[config.mk]
export PLATFORM = sky130hd
export DESIGN_NAME = fifo_tx_arb
export DESIGN_NICKNAME = d
export VERILOG_FILES = /design/src/rtl/fifo_tx_arb.sv
export SDC_FILE = /design/constraint.sdc
export NUM_CORES = 1
export LEC_CHECK = 0
export ABC_AREA = 0
export BUFFER_PORTS_ARGS = -buffer_cell sky130_fd_sc_hd__buf_2
export CAP_MARGIN = 20
export CORE_MARGIN = 4
export CORE_UTILIZATION = 48
export CTS_BUF_LIST = sky130_fd_sc_hd__clkbuf_8 sky130_fd_sc_hd__clkbuf_16
export DETAILED_ROUTE_END_ITERATION = 7
export MAX_ROUTING_LAYER = met4
export PLACE_DENSITY = 0.84
export SYNTH_ARGS = -nofsm -noshare
export SYNTH_HDL_FRONTEND = slang
export SYNTH_SLANG_ARGS = --single-unit
[constraint.sdc]
create_clock -name iClk -period 2 [get_ports iClk]
set_input_delay 0.1 -clock iClk [delete_from_list [all_inputs] [get_ports iClk]]
set_output_delay 0.1 -clock iClk [all_outputs]
set_load 0.01 [all_outputs]
[src/rtl/fifo_tx_arb.sv]
// fifo_tx_arb: two-requester round-robin packet arbiter feeding a shared FIFO,
// plus an independent drain engine that hands FIFO bytes one at a time to a
// UART transmitter. A grant is held for a whole packet (until a byte with
// iLast is accepted) or until the owner stays silent for pTimeout cycles.

module fifo_tx_arb #(
    parameter int pTimeout = 255  // owner-silent cycles before revoke, 1..255
) (
    input  logic       iClk,
    input  logic       iRst,
    input  logic       iReq0,
    input  logic       iReq1,
    input  logic [7:0] iData0,
    input  logic [7:0] iData1,
    input  logic       iLast0,
    input  logic       iLast1,
    output logic       oAck0,
    output logic       oAck1,
    input  logic       iFull,
    output logic       oPush,
    output logic [7:0] oWrData,
    input  logic       iEmpty,
    input  logic [7:0] iRdData,
    output logic       oPop,
    input  logic       iTxBusy,
    output logic       oTxStart,
    output logic [7:0] oTxData,
    output logic       oTimeout
);

    typedef enum logic [1:0] {
        W_IDLE,
        W_GNT0,
        W_GNT1
    } w_state_t;

    typedef enum logic [1:0] {
        R_IDLE,
        R_START,
        R_WAITHI,
        R_WAITLO
    } r_state_t;

    // Counter value at which one more silent cycle revokes the grant.
    localparam logic [7:0] IDLE_LIMIT = 8'(pTimeout - 1);

    w_state_t   w_state;
    r_state_t   r_state;
    logic       last_served;  // 0: requester 0 served last, 1: requester 1
    logic [7:0] idle_cnt;
    logic       own_req;
    logic       own_last;

    // Owner-side write path: steer the granted requester onto the FIFO port.
    always_comb begin
        // NOTE: every output gets a default first so no path through the case leaves it unassigned (no latch).
        own_req  = 1'b0;
        own_last = 1'b0;
        oAck0    = 1'b0;
        oAck1    = 1'b0;
        oWrData  = 8'h00;
        case (w_state)
            W_GNT0: begin
                own_req  = iReq0;
                own_last = iLast0;
                oAck0    = iReq0 & ~iFull;
                oWrData  = iData0;
            end
            W_GNT1: begin
                own_req  = iReq1;
                own_last = iLast1;
                oAck1    = iReq1 & ~iFull;
                oWrData  = iData1;
            end
            default: ;
        endcase
        oPush = oAck0 | oAck1;
    end

    // Write FSM: grant, packet ownership, idle timeout and round-robin pointer.
    always_ff @(posedge iClk or posedge iRst) begin
        // NOTE: state registers use non-blocking assignments so every branch reads pre-edge values.
        if (iRst) begin
            w_state     <= W_IDLE;
            last_served <= 1'b1;
            idle_cnt    <= 8'd0;
            oTimeout    <= 1'b0;
        end else begin
            oTimeout <= 1'b0;
            case (w_state)
                W_IDLE: begin
                    idle_cnt <= 8'd0;
                    if (iReq0 && iReq1) begin
                        w_state <= last_served ? W_GNT0 : W_GNT1;
                    end else if (iReq0) begin
                        w_state <= W_GNT0;
                    end else if (iReq1) begin
                        w_state <= W_GNT1;
                    end
                end
                W_GNT0, W_GNT1: begin
                    if (oPush) begin
                        idle_cnt <= 8'd0;
                        if (own_last) begin
                            w_state     <= W_IDLE;
                            last_served <= (w_state == W_GNT1);
                        end
                    end else if (!own_req) begin
                        if (idle_cnt == IDLE_LIMIT) begin
                            w_state     <= W_IDLE;
                            last_served <= (w_state == W_GNT1);
                            idle_cnt    <= 8'd0;
                            oTimeout    <= 1'b1;
                        end else begin
                            idle_cnt <= idle_cnt + 8'd1;
                        end
                    end
                    // A stalled owner (request held while FIFO full) keeps the
                    // grant and does not age toward the timeout.
                end
                default: w_state <= W_IDLE;
            endcase
        end
    end

    // Pop only from the idle drain state; reset masks it so a pending FIFO
    // byte cannot be consumed while the block is held in reset.
    assign oPop = (r_state == R_IDLE) & ~iEmpty & ~iTxBusy & ~iRst;

    // Drain FSM: pop one byte, pulse start, then wait out a full busy cycle.
    always_ff @(posedge iClk or posedge iRst) begin
        if (iRst) begin
            r_state  <= R_IDLE;
            oTxStart <= 1'b0;
            oTxData  <= 8'h00;
        end else begin
            oTxStart <= 1'b0;
            case (r_state)
                R_IDLE: begin
                    if (oPop) begin
                        oTxData  <= iRdData;
                        oTxStart <= 1'b1;
                        r_state  <= R_START;
                    end
                end
                R_START: r_state <= R_WAITHI;
                R_WAITHI: begin
                    if (iTxBusy) begin
                        r_state <= R_WAITLO;
                    end
                end
                R_WAITLO: begin
                    if (!iTxBusy) begin
                        r_state <= R_IDLE;
                    end
                end
                default: r_state <= R_IDLE;
            endcase
        end
    end

endmodule

==> results of run 1 <==
## cells in the mapped netlist (all sizes together), types with 2 or more instances
cell and number:
nand3 6, nand2 12, mux2i 4, a22oi 10, a21oi 6, buf 4
o21ai 5, nor2 17, nor3 2, dfrtp 22, or2 2, o211ai 2
ha 10, a31oi 2, nor4b 2, mux2 10, inv 10
## area by class of cell
cell class,instances,area share (%)
sequential,23,32.5
timing repair buffer,57,16.5
multi-input combinational,104,44.2
clock inverter,1,0.282
tap,31,2.18
inverter,10,2.11
clock buffer,3,2.32
## power by group through the flow
stage | Sequential (W) | Combinational, W | Clock, W
finish | 0.000738 | 0.00125 | 0.000273
global route | 0.000763 | 0.00140 | 0.000312
CTS | 0.000739 | 0.00126 | 0.000284
detailed placement | 0.000744 | 0.00125 | 0
global placement | 0.000726 | 0.00118 | 0
floorplan | 0.000751 | 0.000895 | 0
## state kept, by name, indices dropped and copies added (netlist names)
register / cells
r_state: 2
idle_cnt: 8
w_state: 2
last_served: 1
oTxStart: 1
oTxData: 8
oTimeout: 1
## path summary, 6_finish.rpt
check	startpoint	end	slack, ns
setup / recovery	w_state[1]	w_state[0]	0.11
hold / removal	iRst	oTxStart	0.02
setup reg to reg	w_state[1]	w_state[0]	0.11
hold reg to reg	oTxData[4]	oTxData[4]	0.51
max in group asynchronous	iRst	idle_cnt[0]	1.47
min in group iClk	iRdData[1]	oTxData[1]	0.07
## critical path, stage by stage (launching register included)
cell and delay, ns:
dfrtp_1 0.38, inv_1 0.09, ha_1 0.45, inv_2 0.16
o311ai_2 0.45, mux2i_1 0.27
## kinds of logic after synthesis
logic type | Yosys count | share of synthesized area (%)
and+or+nand+nor | 46 | 15.9
DFF | 23 | 40.1
adders and majority gates | 10 | 8.70
AOI/OAI and AO/OA | 34 | 19.1
buffers and inverters | 15 | 5.31
muxes | 14 | 10.9
## layer usage
metal	wire, um	global-route usage [%]
met1	1350	21.2
met2	1590	30.9
met5	0	-
met3	261	3.06
met4	112	9.37
## per-stage QoR
stage | instances | hold WS (ns) | cell area, um2 | total power, W
final | 229 | 0.0186 | 1780 | 0.00226
after global routing | 229 | 0.0654 | 1780 | 0.00248
after CTS | 229 | 0.0520 | 1780 | 0.00229
after detailed placement | 225 | 0.340 | 1730 | 0.00200
after global placement | 225 | 0.319 | 1730 | 0.00191
after floorplan | 142 | 0.101 | 1440 | 0.00165
==> results.txt, run 1 <==
- After clock tree synthesis, the setup repair step added 0 buffers.
- In this run, the number of DRC markers left after iteration 0 of detailed routing was 33.
- Across the routed clock network, the largest skew measured is 0.00644 ns.
- Netlist area before placement: roughly 1400 um2
- Seq/Total Area, Yosys: about two fifths
- Largest fanout on the critical path: 10
* Period utilization: ~94%
- Utilization after layout: a little under two thirds
- Data arrives at the worst endpoint at 2.06 ns.
* Level count of the clock H-tree: 1
- For this run, the leading register cell type out of synthesis is dfrtp_1.
- Synth cell types: between 40 and 50
- Clock tree root buffer cell: clkbuf_8
- Across all layers, the routed design uses ~1,300 vias.
- Cts hold-fix bufs: 0
- Count of warnings emitted by yosys: 0
- The number of clock buffers added by TritonCTS is 3.
- Number of global-route vias before repair: 1,335
- Initial Utilization: about half
- Share of total power in combinational logic: roughly 55%
- Time the final worst path needs with I/O delays and setup: 1.89 ns
- STA classifies the critical path startpoint as a flop.
* Total wirelength of the detailed-routed design: about 3.3 mm
- Detail-routed via count per cell: between 5 and 6
- Clk sinks: 23
* Worst Slack Setup Final: ~0.11 ns
- Global routing finished with a remaining overflow of 0.
* Post-synthesis area per instance: 10.1 um2
- Number of violations of the max-capacitance limit: 0
- Max IR drop VDD: 0.569 mV
- Per report_power, the clock group accounts for between 10% and 20% of the total.
- For the worst setup path, the data required time is between 2 and 2.5 ns.
- Slew Limit Headroom: between 40% and 50%
* Boundary pin count: 55
- Post-Place Worst Slack: about 0.14 ns
- TritonCTS clock tree: yes
- Kind of critical path: flop to flop
* Status: finished clean
* Global-route usage over all layers: approximately 18%
- DP HPWL: roughly 2.7 mm
- Measured along the x axis, the die boundary spans 62.7 um.
* # fillers: 226
- Register area: 577 um2
- The first global-routing pass estimated roughly 5.8 mm of wire.
* Leading cell type in the layout, fill and taps excluded: buf_2
* Post-CTS sizing: 0
- Layout Nets: between 200 and 250
- DR DRC count: 0
* Number of nets produced by synthesis: ~190
- Max Clk Rate: 530 MHz
* Core area: between 2000 and 3000 um2
* Multi-input gate area in the final layout: a little under 800 um2
- The synthesized design contains 23 register bits.
- Synthesized instance count: ~140
* Post-detailed-route wirelength per cell: between 10 and 15 um
- Power density normalized to cell area: around 1300 nW/um2
* Top post-synthesis cells by area: dfrtp_1 (38%), ha_1 (8.7%), mux2_2 (6.3%), a22oi_1 (4.7%), nor2_1 (4.2%)
* Maximum clock path buffer count: 2
* Fraction of power spent switching nets: a little over two fifths
- The first detailed-routing pass ran for 4 iterations.
- Of the cells placed in the final design, the portion with a size suffix greater than 1 is 41.4%.
- The initialized floorplan defines 19 standard-cell rows.
* Routed Antenna Nets: 0
- The number of cells on the worst reg-to-reg path is 5.
- Yosys mapped a number of flops with a built-in enable equal to 0.
- The initial antenna violation count is 0.
- The worst hold path belongs to the class input port to async pin.
* Fraction of registers with async set or reset after synthesis: 100%
* Antenna fix cells: 0
- Per report_power, the sequential group accounts for around 33% of the total.
- In this run the static leakage power is approximately 0.90 nW.
* Power spent charging and discharging nets: ~0.00095 W
* DIE AREA: about 3900 um2
- The area growth from synthesis to layout is 23.6%.
- The congestion estimate from routability-driven global placement came to 0.910.
- Worst-Skew Late Latency: 0.26 ns
* Area share of the largest cell type after synthesis: 38.3%
* Die H: around 63 um
- Setup repair after global routing left no endpoint under its margin.
* Max Transition Viols Final: 0
- CTS clock-pin slew for the worst setup and hold paths: approximately 0.08 ns
* Largest net degree at the start of global routing: 24
- Setup violations remaining at the end of the flow were counted as 0.
* Biggest area consumer among synthesized cells: dfrtp_1
- Internal Power: about 0.0013 W
* Hold Violations, Final: 0
- Leaving out fill and tap cells, the most frequent cells in the layout are buf_2 (54), dfrtp_1 (22), nor2_1 (16).
- STA classifies the critical path endpoint as a flop.
- During placement, the flow inserted port buffers numbering between 50 and 60.
- Setup tns final: 0 ns
- For the pin with the worst max-slew slack, the measured transition is approximately 0.82 ns.
(Power assumes the default switching activity.)
==> run 2, diff against run 1 <==
Settings changed: CELL_PAD_IN_SITES_DETAIL_PLACEMENT set to 1, CELL_PAD_IN_SITES_GLOBAL_PLACEMENT set to 1, CORE_UTILIZATION 48 to 36, SLEW_MARGIN set to 20.
==> run 2 against run 1 <==
Worst hold slack better by 0.041 ns. Sequential power hardly changed. Sequential cell count stayed put. Clock skew is 0.0048 ns lower. Clock power is 9.5% higher. Non-clock buffer count is 2 higher. Via count is 1.7% lower. Cell area is 2.9% higher. Final cell count is 8.3% higher. Core utilization is 15 points lower. Total power is 2.7% higher. Register-to-register slack better by 0.09 ns.
==> results.txt, run 2 (same netlist as run 1, synthesis figures left out) <==
* Status: finished clean
- IO buf count: 54 (unchanged)
* Post-route clock skew: 0.00165 ns (-0.00479 ns)
- Max Transition Viols Final: 0 (unchanged)
- The share of the clock period used by the worst path was 91.6% (-2.7 points).
- Crit-path cells: inv_1 -> ha_1 -> buf_4 -> a22oi_1 -> nor2_1 -> buf_2
* Total wirelength of the detailed-routed design: 3.71 mm (+12%)
- The number of gates on the worst path with buffers counted is 6 (+1).
- The switching power of the nets came to 0.000996 W (+4.3%).
- The total clock sinks came to 23 (unchanged).
- The half-perimeter wire length after placement is 2.88 mm (+6.0%).
* TritonCTS buffer count: 3 (unchanged)
- The portion of total power attributed to combinational logic is 55.5% (+0.2 points).
- Startpoint class of the critical path: flop
- The maximum achievable frequency is 546 MHz (+2.9%).
- Registers with the highest flip-flop counts: idle_cnt: 8 flops, oTxData: 8 flops
- Time the final worst path needs with I/O delays and setup: 1.83 ns (-0.0540 ns)
* Hold Crit Class: input port to flop
- Utilization after layout: 48.5% (-15 points)
- Worst-Skew Late Latency: 0.27 ns (about the same)
- Standard cell area after detailed placement: 1760 um2 (+1.7%)
* Cell with the largest stage delay on the worst path: dfrtp_1
* Count of standard-cell rows: 22 (+3)
- The clock tree buffer depth came to 2 (unchanged).
* Power density normalized to cell area: 1270 nW/um2 (-0.14%)
- The internal power component is 0.00133 W (+1.6%).
- CTS clock-pin slew for the worst setup and hold paths: 0.08 ns (about the same)
- WHS Path Cells: 2
- DRT Pass-1 Iters: 4 (unchanged)
* Number of setup violations in the final report: 0 (unchanged)
- Clock tree root buffer cell: clkbuf_8
* DRC marker count from the first detailed-route iteration: 29 (-12%)
* Fraction of layout instances using a drive strength above 1: 41.5% (+0.086 points)
- The chip height is 71.2 um (+14%).
* Cell leakage power: 0.908 nW (+0.76%)
- The largest fanout of any net on the critical path came to 8 (-2).
- In this design, the largest share of critical-path delay is due to buffers and inverters.
- The proportion of power drawn by flip-flops and latches was 31.7% (-0.9 points).
- The required time of the worst setup path came to 1.90 ns (-0.27 ns).
* Boundary pin count: 55 (unchanged)
- Most used cells in the layout excluding fill and tap cells: buf_2 (54), dfrtp_1 (22), nor2_1 (16)
* Buffers plus inverters on the worst setup path: 3 (+1)
- The first-pass GRT wire length came to 6.30 mm (+9.3%).
- Worst stage delay on the critical path: 0.40 ns (-0.05 ns)
* Synthesis-to-finish area growth: 27.2%
- Global placement routability congestion: 0.779 (-14%)
- The ratio of routed vias to standard cells was 5.12 (-9.2%).
- The DRC violations left was 0 (unchanged).
* DIE AREA: 5070 um2 (+29%)
- The number of H-tree levels was 1 (unchanged).
- The worst setup path is of the flop to output pin kind.
- The global route total overflow was 0 (unchanged).
- Path depth of the worst reg2reg path: 6 (+1)
* Post-detailed-route wirelength per cell: 15.0 um (+3.4%)
* Layout Nets: 244 (+0.83%)
* Hold Violations, Final: 0 (unchanged)
- Leaving out fill and tap cells, the most frequent cell in the layout is buf_2.
- The total power consumption of the routed design is 0.00232 W (+2.7%).
- Initial Utilization: 38.1% (-13 points)
* Die Span X: 71.2 um (+14%)
- The total of max-cap violations was 0 (unchanged).
- The core region area is 3770 um2 (+34%).
- STA classifies the critical path endpoint as an output pin.
- The remaining antenna violation count after routing is 0 (unchanged).
- The data arrival time of the critical path came to 1.73 ns (-0.33 ns).
- Portion of total power attributed to the clock network: 12.9% (+0.8 points)
- Number of antenna violations at the first check in global routing: 0 (unchanged)
- Fraction of power spent switching nets: 42.8% (+0.65 points)
* Setup repair after global routing missed its margin: no
- The overall fraction of global-route tracks in use is 15.9% (-2.5 points).
* Vias: 1,269 (-1.7%)
- Setup tns final: 0 ns (unchanged)
* TritonCTS clock tree: yes
* Largest net degree at the start of global routing: 24 (unchanged)
* Number of global-route vias before repair: 1,366 (+2.3%)
- The minimum setup slack among reg-to-reg paths is 0.20 ns (+0.09 ns).
- The maximum vdd ir drop was 0.452 mV (-21%).
- The buffers inserted during post-CTS setup optimization was 0 (unchanged).
- The antenna diode count was 0 (unchanged).
- Slew Limit Headroom: 67.7% (+22 points)
* Area of all placed cells without fillers: 1830 um2 (+2.9%)
- The slew at the pin closest to its max-slew limit is 0.482 ns (-0.334 ns).
## run 2: worst paths after layout
path,from,to
max,w_state[0],oWrData[6]
min,iRdData[2],oTxData[2]
max reg2reg,w_state[0],idle_cnt[5]
min reg2reg,oTxData[6],oTxData[6]
max in group asynchronous,iRst,last_served
min in group asynchronous,iRst,r_state[0]
## run 2: stage by stage
step	worst slack [ns]	std cells	hold slack [ns]
floorplan	0.369	142	0.101
global placement	0.299	243	0.183
detailed placement	0.185	243	0.188
CTS	0.156	248	0.0540
global route	0.0473	248	0.0479
finish	0.168	248	0.0599
## run 2: layout make-up
type	instances	area (um2)
inverters	10	37.5
well taps	48	60.1
clock buffers	3	41.3
repair buffers	59	310
multi-input cells	104	795
clock inverters	1	7.51
flip-flops and latches	23	577
fillers	471	1940
## run 2: metal layers
metal	vias to the layer above	routed length, um	track usage (%)
met1	582	1710	19.6
li1	630	-	-
met5	-	0	-
met3	5	237	2.27
met2	52	1700	26.1
met4	0	70	6.68
## run 2: power groups by stage
stage                     clock (W)  sequential (W)  combinational [W]
after floorplan                   0        0.000751           0.000895
after global placement            0        0.000733            0.00123
after detailed placement          0        0.000746            0.00127
after CTS                  0.000315        0.000737            0.00128
after global routing       0.000334        0.000762            0.00145
final                      0.000299        0.000736            0.00129
## run 2: timing repair
action	in CTS	in global routing
hold buffers	1	0
setup endpoints to repair	0	2
resized for setup	0	1
endpoints found under the hold margin	22	0
## run 2: worst register-to-register path: cells and delay by family, from the launching register on
kind,cells,cell delay (ns)
AO/OA/AOI/OAI,3,0.55
adder cells (fa/ha/maj),1,0.31
AND/OR/NAND/NOR,1,0.40
buffers and inverters,1,0.10
flip-flops,1,0.37
